$ cat src/rtl/uart_tx_frame_gen_pkg.sv
// Shared UART definitions: FSM state encodings, parity modes, baud divisor helper.
// No logic; constants and a pure function evaluated at elaboration time.
// Imported by the serializer and reusable by the matching deserializer.
package uart_tx_frame_gen_pkg;

    typedef enum logic [2:0] {
        S_IDLE   = 3'd0,
        S_START  = 3'd1,
        S_DATA   = 3'd2,
        S_PARITY = 3'd3,
        S_STOP   = 3'd4
    } uart_state_t;

    localparam int PAR_NONE = 0;
    localparam int PAR_ODD  = 1;
    localparam int PAR_EVEN = 2;

    // Clocks per bit period, rounded to nearest.
    function automatic int calc_div(input int clk_hz, input int baud);
        return (clk_hz + baud / 2) / baud;
    endfunction

endpackage

$ cat src/rtl/uart_tx_frame_gen_baud_tick.sv
// Bit-period counter: counts 0..P_DIV-1 and flags the last clock of each period.
// Latency: tick is combinational from the count; i_clr holds the count at zero.
// No backpressure; free-running whenever i_clr is low.
module uart_baud_tick #(
    parameter int P_DIV = 17
) (
    input  logic clk,
    input  logic rst_n,
    input  logic i_clr,
    output logic o_tick
);

    localparam int CW = (P_DIV > 2) ? $clog2(P_DIV) : 1;
    localparam logic [CW-1:0] C_LAST = CW'(P_DIV - 1);

    logic [CW-1:0] r_cnt;

    // Count through one bit period, wrapping at the period end or when cleared.
    always_ff @(posedge clk or negedge rst_n) begin
        if (!rst_n) begin
            r_cnt <= '0;
        end else if (i_clr || (r_cnt == C_LAST)) begin
            r_cnt <= '0;
        end else begin
            r_cnt <= r_cnt + CW'(1);
        end
    end

    assign o_tick = !i_clr && (r_cnt == C_LAST);

endmodule

$ cat src/rtl/uart_tx_frame_gen.sv
// UART frame serializer: pops words from a show-ahead FIFO, sends start/data(LSB first)/parity/stop.
// Latency: pop cycle, then start bit on tx the next clock; frame = bits*P_DIV + 1 clocks.
// Backpressure: pops only in IDLE when FIFO non-empty; optional frame_cnt via UART_TX_FRAME_CNT_EN.
module uart_tx_frame_gen
    import uart_tx_frame_gen_pkg::*;
#(
    parameter int P_CLK_FREQ_HZ = 50_000_000,
    parameter int P_BAUD_RATE   = 3_000_000,
    parameter int P_DATA_BITS   = 8,
    parameter int P_PARITY      = 0,
    parameter int P_STOP_BITS   = 1
) (
    input  logic                   clk,
    input  logic                   rst_n,
    input  logic [P_DATA_BITS-1:0] tx_fifo_data,
    input  logic                   tx_fifo_empty,
    output logic                   tx_fifo_rd_en,
    output logic                   tx,
    output logic                   tx_busy
`ifdef UART_TX_FRAME_CNT_EN
    ,
    output logic [31:0]            frame_cnt
`endif
);

    localparam int P_DIV = calc_div(P_CLK_FREQ_HZ, P_BAUD_RATE);
    localparam int BW    = $clog2(P_DATA_BITS);
    localparam logic [BW-1:0] C_LAST_BIT = BW'(P_DATA_BITS - 1);

    if (P_DIV < 2) begin : g_bad_div
        $error("uart_tx_frame_gen: bit divisor below 2");
    end
    if ((P_DATA_BITS < 5) || (P_DATA_BITS > 9)) begin : g_bad_width
        $error("uart_tx_frame_gen: data bits must be 5..9");
    end
    if ((P_PARITY < PAR_NONE) || (P_PARITY > PAR_EVEN)) begin : g_bad_parity
        $error("uart_tx_frame_gen: parity mode must be 0..2");
    end
    if ((P_STOP_BITS < 1) || (P_STOP_BITS > 2)) begin : g_bad_stop
        $error("uart_tx_frame_gen: stop bits must be 1 or 2");
    end

    uart_state_t            r_state;
    uart_state_t            w_state_nxt;
    logic                   r_en;
    logic [P_DATA_BITS-1:0] r_shift;
    logic [P_DATA_BITS-1:0] w_shift_nxt;
    logic [P_DATA_BITS-1:0] r_word;
    logic [BW-1:0]          r_bit_idx;
    logic [BW-1:0]          w_bit_idx_nxt;
    logic                   r_stop_idx;
    logic                   w_stop_idx_nxt;
    logic                   r_tx;
    logic                   w_tx_nxt;
    logic                   w_pop;
    logic                   w_tick;
    logic                   w_last_stop;
    logic                   w_parity;

    // Counter held at zero in IDLE so START always begins a fresh period.
    uart_baud_tick #(
        .P_DIV (P_DIV)
    ) u_baud_tick (
        .clk    (clk),
        .rst_n  (rst_n),
        .i_clr  (r_state == S_IDLE),
        .o_tick (w_tick)
    );

    // Parity from the latched word so FIFO head changes mid-frame cannot leak in.
    assign w_parity    = (P_PARITY == PAR_ODD) ? ~(^r_word) : ^r_word;
    assign w_last_stop = (P_STOP_BITS == 1) || r_stop_idx;

    // Pops are held off for one clock after reset release so none can occur in reset.
    always_ff @(posedge clk or negedge rst_n) begin
        if (!rst_n) begin
            r_en <= 1'b0;
        end else begin
            r_en <= 1'b1;
        end
    end

    // State register.
    always_ff @(posedge clk or negedge rst_n) begin
        if (!rst_n) begin
            r_state <= S_IDLE;
        end else begin
            r_state <= w_state_nxt;
        end
    end

    // Next-state, pop strobe and next shift/index values.
    always_comb begin
        w_state_nxt    = r_state;
        w_shift_nxt    = r_shift;
        w_bit_idx_nxt  = r_bit_idx;
        w_stop_idx_nxt = r_stop_idx;
        w_pop          = 1'b0;
        case (r_state)
            S_IDLE: begin
                if (r_en && !tx_fifo_empty) begin
                    w_pop       = 1'b1;
                    w_shift_nxt = tx_fifo_data;
                    w_state_nxt = S_START;
                end
            end
            S_START: begin
                if (w_tick) begin
                    w_bit_idx_nxt = '0;
                    w_state_nxt   = S_DATA;
                end
            end
            S_DATA: begin
                if (w_tick) begin
                    w_shift_nxt = r_shift >> 1;
                    if (r_bit_idx == C_LAST_BIT) begin
                        w_stop_idx_nxt = 1'b0;
                        w_state_nxt    = (P_PARITY != PAR_NONE) ? S_PARITY : S_STOP;
                    end else begin
                        w_bit_idx_nxt = r_bit_idx + BW'(1);
                    end
                end
            end
            S_PARITY: begin
                if (w_tick) begin
                    w_stop_idx_nxt = 1'b0;
                    w_state_nxt    = S_STOP;
                end
            end
            S_STOP: begin
                if (w_tick) begin
                    if (w_last_stop) begin
                        w_state_nxt = S_IDLE;
                    end else begin
                        w_stop_idx_nxt = 1'b1;
                    end
                end
            end
            default: begin
                w_state_nxt = S_IDLE;
            end
        endcase
    end

    // Line level for the coming clock, derived from where the FSM is heading.
    always_comb begin
        w_tx_nxt = 1'b1;
        case (w_state_nxt)
            S_START:  w_tx_nxt = 1'b0;
            S_DATA:   w_tx_nxt = w_shift_nxt[0];
            S_PARITY: w_tx_nxt = w_parity;
            default:  w_tx_nxt = 1'b1;
        endcase
    end

    // Datapath registers: shift register, latched word, indices and registered line.
    always_ff @(posedge clk or negedge rst_n) begin
        if (!rst_n) begin
            r_shift    <= '0;
            r_word     <= '0;
            r_bit_idx  <= '0;
            r_stop_idx <= 1'b0;
            r_tx       <= 1'b1;
        end else begin
            r_shift    <= w_shift_nxt;
            r_bit_idx  <= w_bit_idx_nxt;
            r_stop_idx <= w_stop_idx_nxt;
            r_tx       <= w_tx_nxt;
            if (w_pop) begin
                r_word <= tx_fifo_data;
            end
        end
    end

    assign tx            = r_tx;
    assign tx_fifo_rd_en = w_pop;
    assign tx_busy       = (r_state != S_IDLE) || w_pop;

`ifdef UART_TX_FRAME_CNT_EN
    logic        w_frame_done;
    logic [31:0] r_frame_cnt;

    assign w_frame_done = (r_state == S_STOP) && w_tick && w_last_stop;

    // Completed-frame counter, wraps naturally at 2^32.
    always_ff @(posedge clk or negedge rst_n) begin
        if (!rst_n) begin
            r_frame_cnt <= '0;
        end else if (w_frame_done) begin
            r_frame_cnt <= r_frame_cnt + 32'd1;
        end
    end

    assign frame_cnt = r_frame_cnt;
`else
    // Frame counter not built; serial behaviour is unchanged.
`endif

endmodule

$ cat config.mk
export PLATFORM = sky130hd
export DESIGN_NAME = uart_tx_frame_gen
export DESIGN_NICKNAME = d
export VERILOG_FILES = /design/src/rtl/uart_tx_frame_gen_pkg.sv /design/src/rtl/uart_tx_frame_gen_baud_tick.sv /design/src/rtl/uart_tx_frame_gen.sv
export SDC_FILE = /design/constraint.sdc
export NUM_CORES = 1
export LEC_CHECK = 0
export CAP_MARGIN = 0
export CORE_UTILIZATION = 60
export DETAILED_ROUTE_END_ITERATION = 8
export GPL_TIMING_DRIVEN = 0
export PLACE_DENSITY = 0.92
export SLEW_MARGIN = 0
export SYNTH_ARGS = -nofsm -noshare
export SYNTH_HDL_FRONTEND = slang
export SYNTH_HIERARCHICAL = 1
export SYNTH_SLANG_ARGS = --single-unit
export TNS_END_PERCENT = 100
$ cat constraint.sdc
create_clock -name clk -period 4.2 [get_ports clk]
set_input_delay 0.84 -clock clk [delete_from_list [all_inputs] [get_ports clk]]
set_output_delay 0.84 -clock clk [all_outputs]
set_load 0.1 [all_outputs]
== After elaboration in Yosys (flattened, before gate mapping) ==
Index checks and enable logic that the tools add are counted.
Word-level totals
  output and inout bits: 3
  input bits: 11
  register bits after elaboration: 29
Cells by class
  $add $sub $neg: 2
  reductions and logical operators: 13
  equal/unequal tests: 13
  muxes and demuxes: 18
Operators by type and width (count)
  3-bit 2-to-1 mux: 9
  8-bit 2-to-1 mux: 2
  8-bit case mux with 2 select lines: 1
  3-bit case mux with 5 select lines: 1
  3-bit by 2-bit equality test with 1-bit output (second input constant): 4
  8-bit parity: 1
  3-bit by 1-bit equality test with 1-bit output (second input constant): 2
  3-bit equality test (second input constant): 2
  3-bit case mux with 2 select lines: 1
  5-bit by 1-bit adder with 5-bit output (second input constant): 1
  5-bit equality test (second input constant): 1
  5-bit 2-to-1 mux: 1
  2-bit by 1-bit != test with 1-bit output (second input constant): 2
  2-bit != test (second input constant): 2
  4-bit AND reduction: 1
  2-bit nonzero test: 2
  3-bit by 1-bit adder with 3-bit output (second input constant): 1
  3-bit zero test: 1
  1-bit case mux with 3 select lines: 1
  3-bit AND reduction: 1
  3-bit nonzero test: 1
  1-bit logical AND: 2
  1-bit zero test: 2
  1-bit logical OR: 2
  1-bit 2-to-1 mux: 2

== Depth between registers and ports, before layout ==
Gate-level depths: netlist of run 1.
  word-level depth: 7
  mapped depth: 8

== Cells and area by module ==
The synthesis of run 1 kept the hierarchy.
By module, submodules not included
  uart_tx_frame_gen: area an instance 1238.7 um^2, cells each 93, instances 1, sequential area each 601.8 um^2
  uart_baud_tick: area an instance 285.3 um^2, cells each 25, instances 1, sequential area each 125.1 um^2

== Least setup slack after synthesis of run 1 ==
Ideal clock, no wire load.
  kind: in2out
  start: input port tx_fifo_empty
  end: output port tx_busy
  setup slack: 1676 ps
  arrival: 1684 ps
  stages on the path: 2
  data required time: 3360 ps
  path buffers: 0
  cells stage by stage: nand2b_4 -> nand2_1
On the way
  cells in the longest elaborated chain, start to end: 5
RTL lines
  start: declaration: RTL line uart_tx_frame_gen.sv:16  | input logic tx_fifo_empty,
  1-bit zero test: RTL line uart_tx_frame_gen.sv:101  | if (r_en && !tx_fifo_empty) begin
  1-bit logical AND: RTL line uart_tx_frame_gen.sv:101
  1-bit 2-to-1 mux: RTL line uart_tx_frame_gen.sv:101
  1-bit 2-to-1 mux: RTL line uart_tx_frame_gen.sv:99  | case (r_state)
  1-bit logical OR: RTL line uart_tx_frame_gen.sv:177  | assign tx_busy = (r_state != S_IDLE) || w_pop;
  end: declaration: RTL line uart_tx_frame_gen.sv:19  | output logic tx_busy
No other way between the ends.

== Final worst setup path of run 1 ==
  start: input port tx_fifo_empty
  end: output port tx_fifo_rd_en
On the way
  cells in the longest elaborated chain, start to end: 4
RTL lines
  1-bit zero test: RTL line uart_tx_frame_gen.sv:101
  1-bit logical AND: RTL line uart_tx_frame_gen.sv:101
  1-bit 2-to-1 mux: RTL line uart_tx_frame_gen.sv:101
  1-bit 2-to-1 mux: RTL line uart_tx_frame_gen.sv:99
  end: declaration: RTL line uart_tx_frame_gen.sv:17  | output logic tx_fifo_rd_en,
No other way between the ends.

==> results.toml, run 1 <==
[run_status]
status = "finished, final reports clean"

[yosys]
ys_ff_latch = 29
avgSynthCellArea_um2 = 12.9
ys.flop_type = "dfrtp_1"
yosysWarningCount = 6
async_reset_ff_share_pct = 100
synth_edf_count = 0
synthCells = 118
synth_cell_type_count = 44
syn_area_um2 = 1520
syn-num-nets = 133
synth-seq-area-share_pct = 47.7

[clocking]
cts.sinks = 29
cts_resized = 0
worst_skew_pair.late_latency_ns = 0.32
postCtsSetupBuffers = 0
cts.reportedPaths.clkPinSlew_ns = 0.09
clockBufferDepth = 2
htreeDepth = 2
ctsRootBufferMaster = "clkbuf_4"
cts_tree = "yes"
cts_buffers = 5
hold_buffers = 0

[floorplanning]
start_util_pct = 66.3
die_width_um = 52.4
die_area_um2 = 2750
num_io_pins = 14
rows = 17
chipHeight_um = 52.4
core_um2 = 2300

[sta]
min_period_ns = 3.76
finalCritPeriodShare_pct = 89.6
setup-tns-final_ns = 0
tightest_slew_ns = 0.973
max_freq_mhz = 266
timing_hold_violations_final = 0
max_slew_margin_pct = 35.0
grt_setup_unrepaired = "no"
timing.final.max_slew_violations = 0
fin_worst_skew_ns = 0.00510
setup_viol = 0

[setup_path]
crit_fanout = 10
cp_slowest_cell = "clkdlybuf4s50_1"
critPathMaxStageDelay_ns = 1.14
critPathLaunchType = "input pin"
cp.arrival_ns = 2.92
r2r_start = "r_state[2]$_DFF_PN0_"
endpoint_kind = "output pin"
startpoint = "tx_fifo_empty"
crit_chain = "clkdlybuf4s50_1, nand2b_4, nor2_8, buf_12, clkdlybuf4s50_1"
worstPathRequired_ns = 3.36
crit_type = "in -> out"
r2r_cells = 8
cp_common_cell = "clkdlybuf4s50_1"

[global_route]
overflow = 0
grt_pass1_vias = 1036
antenna_found_initial = 0
globalRouteTotalUtil_pct = 23.2
grt_max_degree = 30
grt_pass1_wl_um = 4430

[cells_and_area]
final_common_cell = "dfrtp_1"
drive_gt1_share_pct = 25.9
n_fill_cell = 141
final_cell_mix = "28 x dfrtp_1, 12 x clkdlybuf4s50_1, 9 x inv_1, 9 x a22o_1, 8 x mux2_4"
antenna_cells = 0
syn2layout_area_growth_pct = 15.1
nNetsFinal = 153

[placement]
io_buffers = 13
hpwlAfterDp_um = 2060
gp_congestion = 0.764

[route]
wl_per_cell_um = 16.2
via_count = 994
drc = 0
ant_nets = 0
drt-initial-drc-count = 17
wl_um = 2710
vias_per_cell = 5.95
dr.pass1.iters = 4

[power_and_ir_drop]
power.density_nw_per_um2 = 278
fin_total_pwr_mw = 0.488
p_leak_nw = 0.906
vdd_ir_drop_max_mv = 0.286

[hold_path]
min_from = "r_shift[2]$_DFFE_PN0P_"
holdPathStages = 1
hp-class = "reg -> reg"

[flow_run]
cap_violations = 0
[flip-flops by register name, summed over array words and instances, names as in the netlist]
signal	cells
r_word	8
r_shift	8
u_baud_tick/r_cnt	5
r_bit_idx	3
r_en	1
r_state	3
tx	1
[power breakdown]
group / switching (mW) / internal, mW / total [mW]
clock: 0.0926 / 0.0969 / 0.189
combinational: 0.00994 / 0.00885 / 0.0188
sequential: 0.000394 / 0.279 / 0.280
[metal layers]
layer | track usage, % | share of wire [%]
met3 | 5.51 | 3.1
met4 | 10.5 | 1.5
met1 | 24.4 | 41
met2 | 42.8 | 54
met5 | 0 | 0
[worst max-delay path, delay by kind of cell]
kind	cells	cell delay, ns
simple gates	2	0.38
buf+inv	3	1.69
[cell type report]
cell class / count / area [µm²] / area share [%]
Multi-Input combinational cell: 78 / 732 / 41.7
Sequential cell: 29 / 727 / 41.4
Timing Repair Buffer: 13 / 125 / 7.13
Clock buffer: 7 / 65.1 / 3.71
Tap cell: 28 / 35.0 / 2.00
Inverter: 9 / 33.8 / 1.93
Buffer: 2 / 31.3 / 1.78
Clock inverter: 1 / 5.00 / 0.285
[through the flow]
step | worst slack, ns | util (%) | instance area, µm² | hold slack (ns) | std cells
finish | 0.439 | 76.4 | 1750 | 0.486 | 167
global route | 0.387 | 76.4 | 1750 | 0.507 | 167
CTS | 0.428 | 76.6 | 1760 | 0.488 | 167
detailed placement | 0.427 | 73.5 | 1690 | 0.472 | 159
global placement | 0.446 | 73.5 | 1690 | 0.459 | 159
floorplan | 1.68 | - | 1520 | 0.449 | 118
[synthesized netlist by cell type, drive strengths merged, types with 2 or more instances]
cell	count	area (µm²)
a21o	7	52.6
a21oi	3	15.0
a22o	9	78.8
buf	2	31.3
dfrtp	28	701
ha	4	50.1
inv	9	33.8
mux2	9	131
nand2b	3	26.3
nand3	2	15.0
nand3b	2	27.5
nor2	5	42.5
nor3	4	25.0
o21ai	3	15.0
or3b	2	20.0
xnor2	7	61.3
[worst paths after layout]
kind                                             endpoint  slack [ns]
min in group asynchronous  u_baud_tick/r_cnt[0]$_DFF_PN0_        0.53
setup reg to reg                             tx$_DFF_PN1_        1.50
setup / recovery                            tx_fifo_rd_en        0.44
hold / removal                     r_shift[2]$_DFFE_PN0P_        0.49
hold reg to reg                    r_shift[2]$_DFFE_PN0P_        0.49
max in group asynchronous        r_bit_idx[2]$_DFFE_PN0P_        3.27
[cells by family (layout without fill, tap and decap cells)]
kind of cell | Yosys count | count (layout) | share of synthesized area, %
AO/OA/AOI/OAI | 30 | 30 | 16.9
flip-flops | 29 | 29 | 47.7
AND/OR/NAND/NOR | 25 | 25 | 13.7
buffers and inverters | 11 | 32 | 4.27
multiplexers | 10 | 10 | 9.28
XOR/XNOR | 8 | 8 | 4.60
adder cells (fa/ha/maj) | 4 | 4 | 3.28
other | 1 | 1 | 0.246
Power figures use the tool's default switching activity.
==> run 2: changes to the inputs <==
--- a/config.mk
+++ b/config.mk
@@ -10,6 +10,7 @@
 export DETAILED_ROUTE_END_ITERATION = 8
 export GPL_TIMING_DRIVEN = 0
 export PLACE_DENSITY = 0.92
+export SKIP_LAST_GASP = 1
 export SLEW_MARGIN = 0
 export SYNTH_ARGS = -nofsm -noshare
 export SYNTH_HDL_FRONTEND = slang
==> results of run 2 <==
The final DEF is identical to that of run 1; final timing and power are the same.
==> run 3: changes to the inputs <==
--- a/config.mk
+++ b/config.mk
@@ -6,10 +6,10 @@
 export NUM_CORES = 1
 export LEC_CHECK = 0
 export CAP_MARGIN = 0
-export CORE_UTILIZATION = 60
+export CORE_UTILIZATION = 45
 export DETAILED_ROUTE_END_ITERATION = 8
 export GPL_TIMING_DRIVEN = 0
-export PLACE_DENSITY = 0.92
+export PLACE_DENSITY = 0.74
 export SKIP_LAST_GASP = 1
 export SLEW_MARGIN = 0
 export SYNTH_ARGS = -nofsm -noshare
==> run 3 against run 2 <==
Hold slack is essentially flat. Die area rose by 32%. Total power grew 9.2%. Worst setup slack better by 0.0036 ns. Via count decreased by 4.6%. Final cell count grew 9.6%. Non-clock buffer count stayed put. Critical endpoint unchanged. Flip-flop and latch count is the same.
==> results.toml, run 3 (same netlist as run 1, synthesis figures left out) <==
[power_and_ir_drop]
p_leak_nw = 0.910
power_switching_mw = 0.103
pwr-share-clk_pct = 44.0
pwr-share-comb_pct = 3.5
intPower_mw = 0.430
power.density_nw_per_um2 = 298
seq_power_share_pct = 52.5
vdd_ir_drop_max_mv = 0.188
p_sw_share_pct = 19.3

[setup_path]
crit_fanout = 10
worstPathRequired_ns = 3.36
crit_chain = "clkdlybuf4s50_1, nand2b_4, nor2_8, buf_12, clkdlybuf4s50_1"
r2r_start = "r_state[2]$_DFF_PN0_"
cp.arrival_ns = 2.92
startpoint = "tx_fifo_empty"
cp_common_cell = "clkdlybuf4s50_1"
critPathLaunchType = "input pin"
cp_slowest_cell = "clkdlybuf4s50_1"
crit_type = "in -> out"
critPathMaxStageDelay_ns = 1.13
endpoint_kind = "output pin"

[route]
ant_nets = 0
dr.pass1.iters = 4
vias_per_cell = 5.18
drc = 0
via_count = 948
wl_um = 2580
wl_per_cell_um = 14.1
drt-initial-drc-count = 40

[floorplanning]
num_io_pins = 14
core_um2 = 3130
die_width_um = 60.2
start_util_pct = 48.7
die_area_um2 = 3620
rows = 20
chipHeight_um = 60.2

[cells_and_area]
final_cells = 183
final_common_cell = "dfrtp_1"
top_regs = "r_shift: 8 flops, r_word: 8 flops, u_baud_tick/r_cnt: 5 flops"
drive_gt1_share_pct = 25.2
syn2layout_area_growth_pct = 17.4
nNetsFinal = 153
final_cell_mix = "28 x dfrtp_1, 12 x clkdlybuf4s50_1, 9 x inv_1, 9 x a22o_1, 8 x mux2_4"
antenna_cells = 0

[sta]
timing_hold_violations_final = 0
finalCritPeriodShare_pct = 89.5
grt_setup_unrepaired = "no"
tightest_slew_ns = 0.965
whs_ns = 0.487
fin_worst_skew_ns = 0.0116
timing.final.max_slew_violations = 0
setup_viol = 0
max_freq_mhz = 266
min_period_ns = 3.76
setup-tns-final_ns = 0
max_slew_margin_pct = 35.5

[clocking]
htreeDepth = 2
postCtsSetupBuffers = 0
cts_resized = 0
cts.sinks = 29
cts_tree = "yes"
clockBufferDepth = 2
cts.reportedPaths.clkPinSlew_ns = 0.09
hold_buffers = 0
ctsRootBufferMaster = "clkbuf_4"
worst_skew_pair.late_latency_ns = 0.32
cts_buffers = 5

[placement]
hpwlAfterDp_um = 1970
gp_congestion = 0.813
io_buffers = 13
placed_cells = 175

[run_status]
status = "finished, final reports clean"

[global_route]
globalRouteTotalUtil_pct = 18.1
overflow = 0
antenna_found_initial = 0
grt_pass1_vias = 993
grt_max_degree = 30
grt_pass1_wl_um = 4580

[flow_run]
cap_violations = 0

[hold_path]
hp-class = "reg -> reg"
min_from = "r_shift[4]$_DFFE_PN0P_"
-- run 3: changes by cell type in the layout (fill, tap and decap cells not counted) --
cell and delta:
clkbuf_8 -1, clkinv_2 -1, clkbuf_1 +1, bufinv_16 +1
-- run 3: path summary, 6_finish.rpt --
path                                     endpoint  slack, ns  cells past startpoint
max reg2reg                          tx$_DFF_PN1_       1.55                      8
min                        r_shift[4]$_DFFE_PN0P_       0.49                      1
min in group asynchronous  r_shift[6]$_DFFE_PN0P_       0.52                      1
max in group asynchronous          r_en$_DFF_PN0_       3.26                      1
min reg2reg                r_shift[4]$_DFFE_PN0P_       0.49                      1
max                                 tx_fifo_rd_en       0.44                      5
-- run 3: area by class of cell --
class                      count  area [µm²]
fill                         291        1340
multi-input combinational     78         732
sequential                    29         727
timing repair buffer          13         125
clock buffer                   7        55.1
tap                           44        55.1
inverter                       9        33.8
buffer                         2        31.3
clock inverter                 1        30.0
-- run 3: metal layers --
layer	GRT usage, %	routed length [µm]
met1	21.4	1140
met4	6.98	40
met5	0	0
met3	6.49	85
met2	29.8	1310
-- run 3: critical path, delay by kind of cell --
family / cells / cell delay [ns]
and+or+nand+nor: 2 / 0.38
buffers and inverters: 3 / 1.69
-- run 3: power groups by stage --
stage / clock [mW] / combinational, mW / sequential, mW
finish: 0.235 / 0.0187 / 0.280
global route: 0.255 / 0.0207 / 0.280
CTS: 0.242 / 0.0198 / 0.280
detailed placement: 0 / 0.0198 / 0.285
global placement: 0 / 0.0192 / 0.285
floorplan: 0 / 0.00311 / 0.285
-- run 3: stage by stage --
step | instance area, µm² | total power, mW | util [%] | worst slack (ns)
after floorplan | 1520 | 0.289 | - | 1.68
after global placement | 1710 | 0.305 | 54.6 | 0.436
after detailed placement | 1710 | 0.305 | 54.6 | 0.423
after CTS | 1790 | 0.542 | 57.4 | 0.426
after global routing | 1790 | 0.556 | 57.2 | 0.397
final | 1790 | 0.533 | 57.2 | 0.442
